File: config.mk
export PLATFORM = sky130hd
export DESIGN_NAME = tone_period_meter
export DESIGN_NICKNAME = d
export VERILOG_FILES = /design/src/rtl/tone_period_meter.sv
export SDC_FILE = /design/constraint.sdc
export NUM_CORES = 1
export LEC_CHECK = 0
export ABC_AREA = 1
export CORE_ASPECT_RATIO = 1.2
export CORE_MARGIN = 2
export CORE_UTILIZATION = 39
export CTS_CLUSTER_SIZE = 16
export DETAILED_ROUTE_END_ITERATION = 12
export GPL_TIMING_DRIVEN = 0
export HOLD_SLACK_MARGIN = 0.15
export PLACE_DENSITY = 0.54
export SETUP_SLACK_MARGIN = 0.05
export SYNTH_ARGS = -nofsm -noshare
export SYNTH_HDL_FRONTEND = slang
export SYNTH_SLANG_ARGS = --single-unit
File: constraint.sdc
create_clock -name clk -period 2.8 [get_ports clk]
set_input_delay 0.42 -clock clk [delete_from_list [all_inputs] [get_ports clk]]
set_output_delay 0.42 -clock clk [all_outputs]
set_load 0.05 [all_outputs]
File: src/rtl/tone_period_meter.sv
// tone_period_meter: measures the period of an incoming square-wave tone in clk
// cycles (rising edge to rising edge) and flags whether it sits within TOL of
// TARGET_PERIOD; tone_locked asserts after LOCK_COUNT consecutive in-band periods.
// Optional macro TONE_DEGLITCH_EN inserts a 3-sample stability filter on the
// synchronized input so pulses of 1-2 cycles are ignored.
module tone_period_meter #(
    parameter int unsigned CNT_W         = 20,
    parameter int unsigned TIMEOUT       = 1048575,
    parameter int unsigned TARGET_PERIOD = 56818,
    parameter int unsigned TOL           = 568,
    parameter int unsigned LOCK_COUNT    = 4
) (
    input  logic             clk,
    input  logic             rst,
    input  logic             tone_in,
    output logic [CNT_W-1:0] period,
    output logic             period_valid,
    output logic             in_band,
    output logic             tone_locked,
    output logic             timeout
);

    localparam int unsigned DW = CNT_W + 1;
    localparam int unsigned MW = $clog2(LOCK_COUNT + 1);

    localparam logic [CNT_W-1:0]     TIMEOUT_C = CNT_W'(TIMEOUT);
    localparam logic signed [DW-1:0] TARGET_C  = $signed(DW'(TARGET_PERIOD));
    localparam logic [DW-1:0]        TOL_C     = DW'(TOL);
    localparam logic [MW-1:0]        LOCK_C    = MW'(LOCK_COUNT);

    typedef enum logic {
        IDLE,
        MEASURE
    } state_t;

    state_t            state;
    logic [CNT_W-1:0]  cnt;
    logic [MW-1:0]     match_cnt;
    logic              sync1;
    logic              sync2;
    logic              prev;
    logic              level;
    logic              rise;

    // Two-flop synchronizer for the asynchronous tone input
    always_ff @(posedge clk) begin
        if (rst) begin
            sync1 <= 1'b0;
            sync2 <= 1'b0;
        end else begin
            sync1 <= tone_in;
            sync2 <= sync1;
        end
    end

`ifdef TONE_DEGLITCH_EN
    logic [1:0] hist;
    logic       filt;

    // Filtered level follows sync2 only once it has held for 3 consecutive samples
    always_ff @(posedge clk) begin
        if (rst) begin
            hist <= 2'b00;
            filt <= 1'b0;
        end else begin
            hist <= {hist[0], sync2};
            if ((sync2 == hist[0]) && (sync2 == hist[1])) begin
                filt <= sync2;
            end
        end
    end

    assign level = filt;
`else
    assign level = sync2;
`endif

    // Previous-level flop for rising-edge detection
    always_ff @(posedge clk) begin
        if (rst) begin
            prev <= 1'b0;
        end else begin
            prev <= level;
        end
    end

    assign rise = level & ~prev;

    logic signed [DW-1:0] diff;
    logic [DW-1:0]        abs_diff;
    logic                 in_band_c;
    logic [MW-1:0]        match_inc;
    logic                 lock_next_c;

    // Band check of the running count against the target, at CNT_W+1 bits signed
    always_comb begin
        diff      = $signed({1'b0, cnt}) - TARGET_C;
        abs_diff  = diff[DW-1] ? $unsigned(-diff) : $unsigned(diff);
        in_band_c = (abs_diff <= TOL_C);
    end

    // Saturating increment of the consecutive in-band counter
    always_comb begin
        match_inc   = (match_cnt == LOCK_C) ? match_cnt : match_cnt + MW'(1);
        lock_next_c = (match_inc == LOCK_C);
    end

    // Measurement FSM: count cycles between rises, report, track lock and timeout
    always_ff @(posedge clk) begin
        if (rst) begin
            state        <= IDLE;
            cnt          <= '0;
            match_cnt    <= '0;
            period       <= '0;
            period_valid <= 1'b0;
            in_band      <= 1'b0;
            tone_locked  <= 1'b0;
            timeout      <= 1'b0;
        end else begin
            period_valid <= 1'b0;
            timeout      <= 1'b0;
            case (state)
                IDLE: begin
                    cnt <= '0;
                    if (rise) begin
                        cnt   <= CNT_W'(1);
                        state <= MEASURE;
                    end
                end
                MEASURE: begin
                    if (rise) begin
                        period       <= cnt;
                        period_valid <= 1'b1;
                        in_band      <= in_band_c;
                        cnt          <= CNT_W'(1);
                        if (in_band_c) begin
                            match_cnt   <= match_inc;
                            tone_locked <= lock_next_c;
                        end else begin
                            match_cnt   <= '0;
                            tone_locked <= 1'b0;
                        end
                    end else if (cnt == TIMEOUT_C) begin
                        timeout     <= 1'b1;
                        cnt         <= '0;
                        match_cnt   <= '0;
                        tone_locked <= 1'b0;
                        state       <= IDLE;
                    end else begin
                        cnt <= cnt + CNT_W'(1);
                    end
                end
                default: begin
                    cnt   <= '0;
                    state <= IDLE;
                end
            endcase
        end
    end

endmodule

# Word level (Yosys, flattened, before mapping)
# Index checks and enable logic that the tools add are counted.
# word_totals
ff_bits	51
in_bits	3
output_inout_bits	24
elab_cells	44
# op_classes
add_sub_neg	4
order_cmp	1
n_eq_ne	3
n_mux	17
n_bitwise	3
n_reduce_logical	5
# op_table
operator	n
2-to-1 mux 20 bit	2
case mux 20 bit (2 select lines)	1
less-or-equal comparator 21 x 10 -> 1 bit (second input constant)	1
2-to-1 mux 21 bit	1
negator 21 bit	1
subtractor 20 x 16 -> 21 bit (second input constant)	1
adder 20 x 1 -> 20 bit (second input constant)	1
== test 20 bit (second input constant)	1
2-to-1 mux 3 bit	4
2-to-1 mux 1 bit	8
== test 3 bit (second input constant)	2
AND reduction 2 bit	2
adder 3 x 1 -> 3 bit (second input constant)	1
OR reduction 3 bit	1
inverter 1 bit	2
case mux 1 bit (2 select lines)	1
nonzero test 2 bit	1
OR reduction 2 bit	1
AND 1 bit	1

# Longest topological paths before layout
# logic_depth
word_depth	6
ltp_mapped	20
mapped_depth_nobuf	20

# Worst setup path after synthesis
# No wires, ideal clock.
# synth_path
path_type	reg2reg
startpoint	register cnt[1]
endpoint	register match_cnt[0]
setup_ns	0.070
arrival_ns	2.234
required_time_ns	2.730
setup_slack_ns	0.496
path_stages_with_launch	18
n_path_buf	0
synth_period_minus_slack_ns	2.304
path_cell_list	dfxtp_1 inv_1 ha_1 nor2_1 nor2_1 nor2_1 nand2_1 nor2_2 nand3_2 nand2_1 nand2_1 nand2_1 nand3b_1 nor2_2 nand3_2 a21oi_4 nand4_1 a21oi_1
# synth_between
elab_chain_len	6
elab_cells_between_ends	9
classes_between	add/sub: 2; order compare: 1; eq/ne: 1; mux: 3; reduce/logical: 2
# synth_lines
element	line_no	rtl
from (decl)	37	logic [CNT_W-1:0] cnt;
from (signal assigned)	150	cnt <= cnt + CNT_W'(1);
subtractor 20 x 16 -> 21 bit	97	diff = $signed({1'b0, cnt}) - TARGET_C;
negator 21 bit	98	abs_diff = diff[DW-1] ? $unsigned(-diff) : $unsigned(diff);
2-to-1 mux 21 bit	98	
less-or-equal comparator 21 x 10 -> 1 bit	99	in_band_c = (abs_diff <= TOL_C);
2-to-1 mux 3 bit	136	if (in_band_c) begin
2-to-1 mux 3 bit	131	if (rise) begin
to (signal assigned)	137	match_cnt <= match_inc;
to (decl)	38	logic [MW-1:0] match_cnt;
# Parallel ways exist; a longest one is shown, timed or not.
# A chain may end at the register's enable or synchronous reset.

# Worst setup path in the final report
# layout_path
startpoint	register cnt[0]
endpoint	register cnt[17]
# layout_between
elab_chain_len	4
elab_cells_between_ends	5
classes_between	add/sub: 1; eq/ne: 1; mux: 3
# layout_lines
element	line_no	rtl
adder 20 x 1 -> 20 bit or == test 20 bit (tied branches)	150, 143	
2-to-1 mux 20 bit (*)	143	end else if (cnt == TIMEOUT_C) begin
2-to-1 mux 20 bit (*)	131	
case mux 20 bit (2 select lines) (*)	122	case (state)
# Mark *: on every way between the ends. The rest lies on a longest branch, timed or not.

==> metrics.txt <==
Initial Utilization=0.399; fin. max-slew vios=0; total CTS buffers=5; design area=approximately 3800 um2; fmax=0.390 GHz; Max-slew headroom=0.626; ANT cells=0; RSZ-0062 raised after global routing=false; clk_lat worst skew=0.30 ns; adder and majority gate portion of the synthesized area=0.0274; port bufs=26; Final Hold Viols=0; worst min-delay path category=reg2reg; setup TNS=0 ns; Most used DFF post-synth=dfxtp_1; CTS sink count=51; clk root buf=clkbuf_8; DR vias=3100; CTS Hold Bufs=0; Post-Synth Simple-Gate Area=0.447; most frequent cells in the layout=nand2_1 (177), nor2_1 (53), dfxtp_1 (45); drt via density=4.85; post-route minimum period=between 2 and 3 ns; async set or reset register ratio after synthesis=0; Synth top area share=0.319; post-synthesis mux area share=0; Cells after Synth=around 500; CTS tree=done; antenna violations before repair=0; Seq/Total Area, Yosys=0.319; Remaining DRCs=0; Comb pwr share=0.025; Detailed Route Iter0 Violations=about 100; area growth from synthesis to layout=18.8%; maximum clock path buffer count=2; NetSw=around 0.00028 W; crit-path max FO=10; Pint=a little over 0.0009 W; PD cells=315 nW/um2; Die X=between 80 and 90 um; Avg Cell Area, Syn=about 6.3 um2; H-tree lvl count=2; worst hold start=sync1; Core ar.=8020 um2; CP Launch Point=cnt[0]; nets@finish=553; Leak=approximately 1.5 nW; Clock power frac=0.364; switching part of the total=0.234; post-layout util=0.473; XOR/XNOR share of the synthesized area=0.0352; maximum vdd ir drop=around 0.19 mV; worst endpoint required time=2.98 ns; flops & latches, synth=51; antenna violation net count after detailed routing=0; hold slack=around 0.42 ns; part of the power in registers=0.611; total power=0.00119 W; reg2reg end=cnt[17]; DP HPWL=a little over 6000 um; MaxCap Viol Count=0; Worst Max-Slew Pin Slew=approximately 0.56 ns; Setup Crit Path Kind=reg2reg; drt pass-1 iters=5; Worst R2R Start=cnt[0]; Yosys cell types=35; Synth area leaders=dfxtp_1 (32%), nand2_1 (21%), nor2_1 (6.5%); post-synthesis compound-gate area fraction=0.0865; ratio of cells with drive above 1 in the final layout=0.136; IO Count=27; mapped cell area=approximately 3200 um2; cell taking the most area after synthesis=dfxtp_1; fin crit share=0.917; Synth Warn #=0; syn_nets=~510; DR WL/cell=12.4 um; global-route wire length before repair=approximately 13000 um; status=completed; main combinational cell family by area after synthesis=simple AND/OR/NAND/NOR gates; Worst setup SP type=flop; RePlAce Congestion=~0.81; # rows=36; critical path arrival=approximately 2.8 ns; Reg clk slew, reported paths=0.10 ns; setup slack of the most critical reg-to-reg path=0.23 ns; endpoint type of the worst setup path=flop; die height=just over 100 um; die area=slightly below 9000 um2; setup violators final=0; Overflow after GRT=0; Worst Skew=around 0.0063 ns; vias in the first global route=about 2800; drt total wl=7900 um; pin count of the biggest net entering global routing=18; Post-synth EDFFs=0; placed cell area=between 3000 and 4000 um2; commonest non-fill, non-tap cell in the layout=nand2_1; crit path capture=cnt[17]; total global-route track usage=0.184; Worst R2R Path Depth=9
power by group through the flow:
stage          Sequential [W]  Combinational, W  Clock, W
2_1_floorplan        0.000748         0.0000171         0
3_3_place_gp         0.000748         0.0000280         0
3_5_place_dp         0.000748         0.0000279         0
4_1_cts              0.000731         0.0000284  0.000449
5_1_grt              0.000730         0.0000337  0.000486
6_report             0.000729         0.0000299  0.000435
critical path, stage by stage (launching register included):
cell	delay [ns]
dfxtp_1	0.50
ha_1	0.23
nand2_1	0.10
nor2_1	0.21
nand3_1	0.15
nor4_1	0.34
nand3_1	0.34
nand3_4	0.24
buf_2	0.26
nor3_1	0.07
flip-flops by register name (all words and copies together), names as in the netlist:
name	flops
cnt	20
period_valid	1
tone_locked	1
level	1
timeout	1
match_cnt	3
sync1	1
state	1
in_band	1
prev	1
period	20
cell type report:
type | count | area, um2
Sequential cell | 51 | 1030
Clock buffer | 5 | 68.8
Tap cell | 95 | 119
Fill cell | 880 | 4220
Clock inverter | 3 | 23.8
Multi-Input combinational cell | 388 | 1970
Timing Repair Buffer | 32 | 305
Buffer | 14 | 78.8
Inverter | 51 | 195
per-layer routing:
layer  GRT usage  routed length (um)  vias to the layer above
met5           0                   0                        -
li1            -                   -                     1677
met1       0.249                3690                     1372
met4      0.0252                  33                        0
met3      0.0288                 233                        5
met2       0.318                3940                       46
metrics by stage:
stage	setup slack (ns)	instances
CTS	0.0371	633
floorplan	0.496	504
finish	0.233	639
detailed placement	0.0147	625
global route	0.0468	639
global placement	-0.0101	625
cell usage after synthesis, types with 7 or more instances:
cell and instances:
a21oi_1 29, clkbuf_1 8, dfxtp_1 51, ha_1 7, inv_1 42, inv_2 8, nand2_1 179, nand2_2 9
nand3_1 38, nor2_1 55, nor3_1 8, nor3b_1 7, xor2_1 9
cell families after synthesis:
group | Yosys count
xor gates and xnor gates | 12
and+or+nand+nor | 321
AOI/OAI and AO/OA | 48
DFF | 51
buffers and inverters | 65
adders and majority gates | 7
what timing repair did:
| action | CTS | global route |
|---|---|---|
| resized for setup | 2 | 23 |
| pin swaps | 0 | 8 |
| setup buffers | 0 | 6 |
| endpoints found under the setup margin | 15 | 11 |
how the worst min path moves through the flow:
stage                     endpoint  slack [ns]  cells after the start
final                        level        0.42                      2
after global routing         level        0.43                      2
after CTS                    level        0.42                      2
after detailed placement     level        0.40                      2
after global placement       level        0.39                      2
after floorplan              level        0.39                      2
No activity file was read; power rests on OpenSTA's default activity.
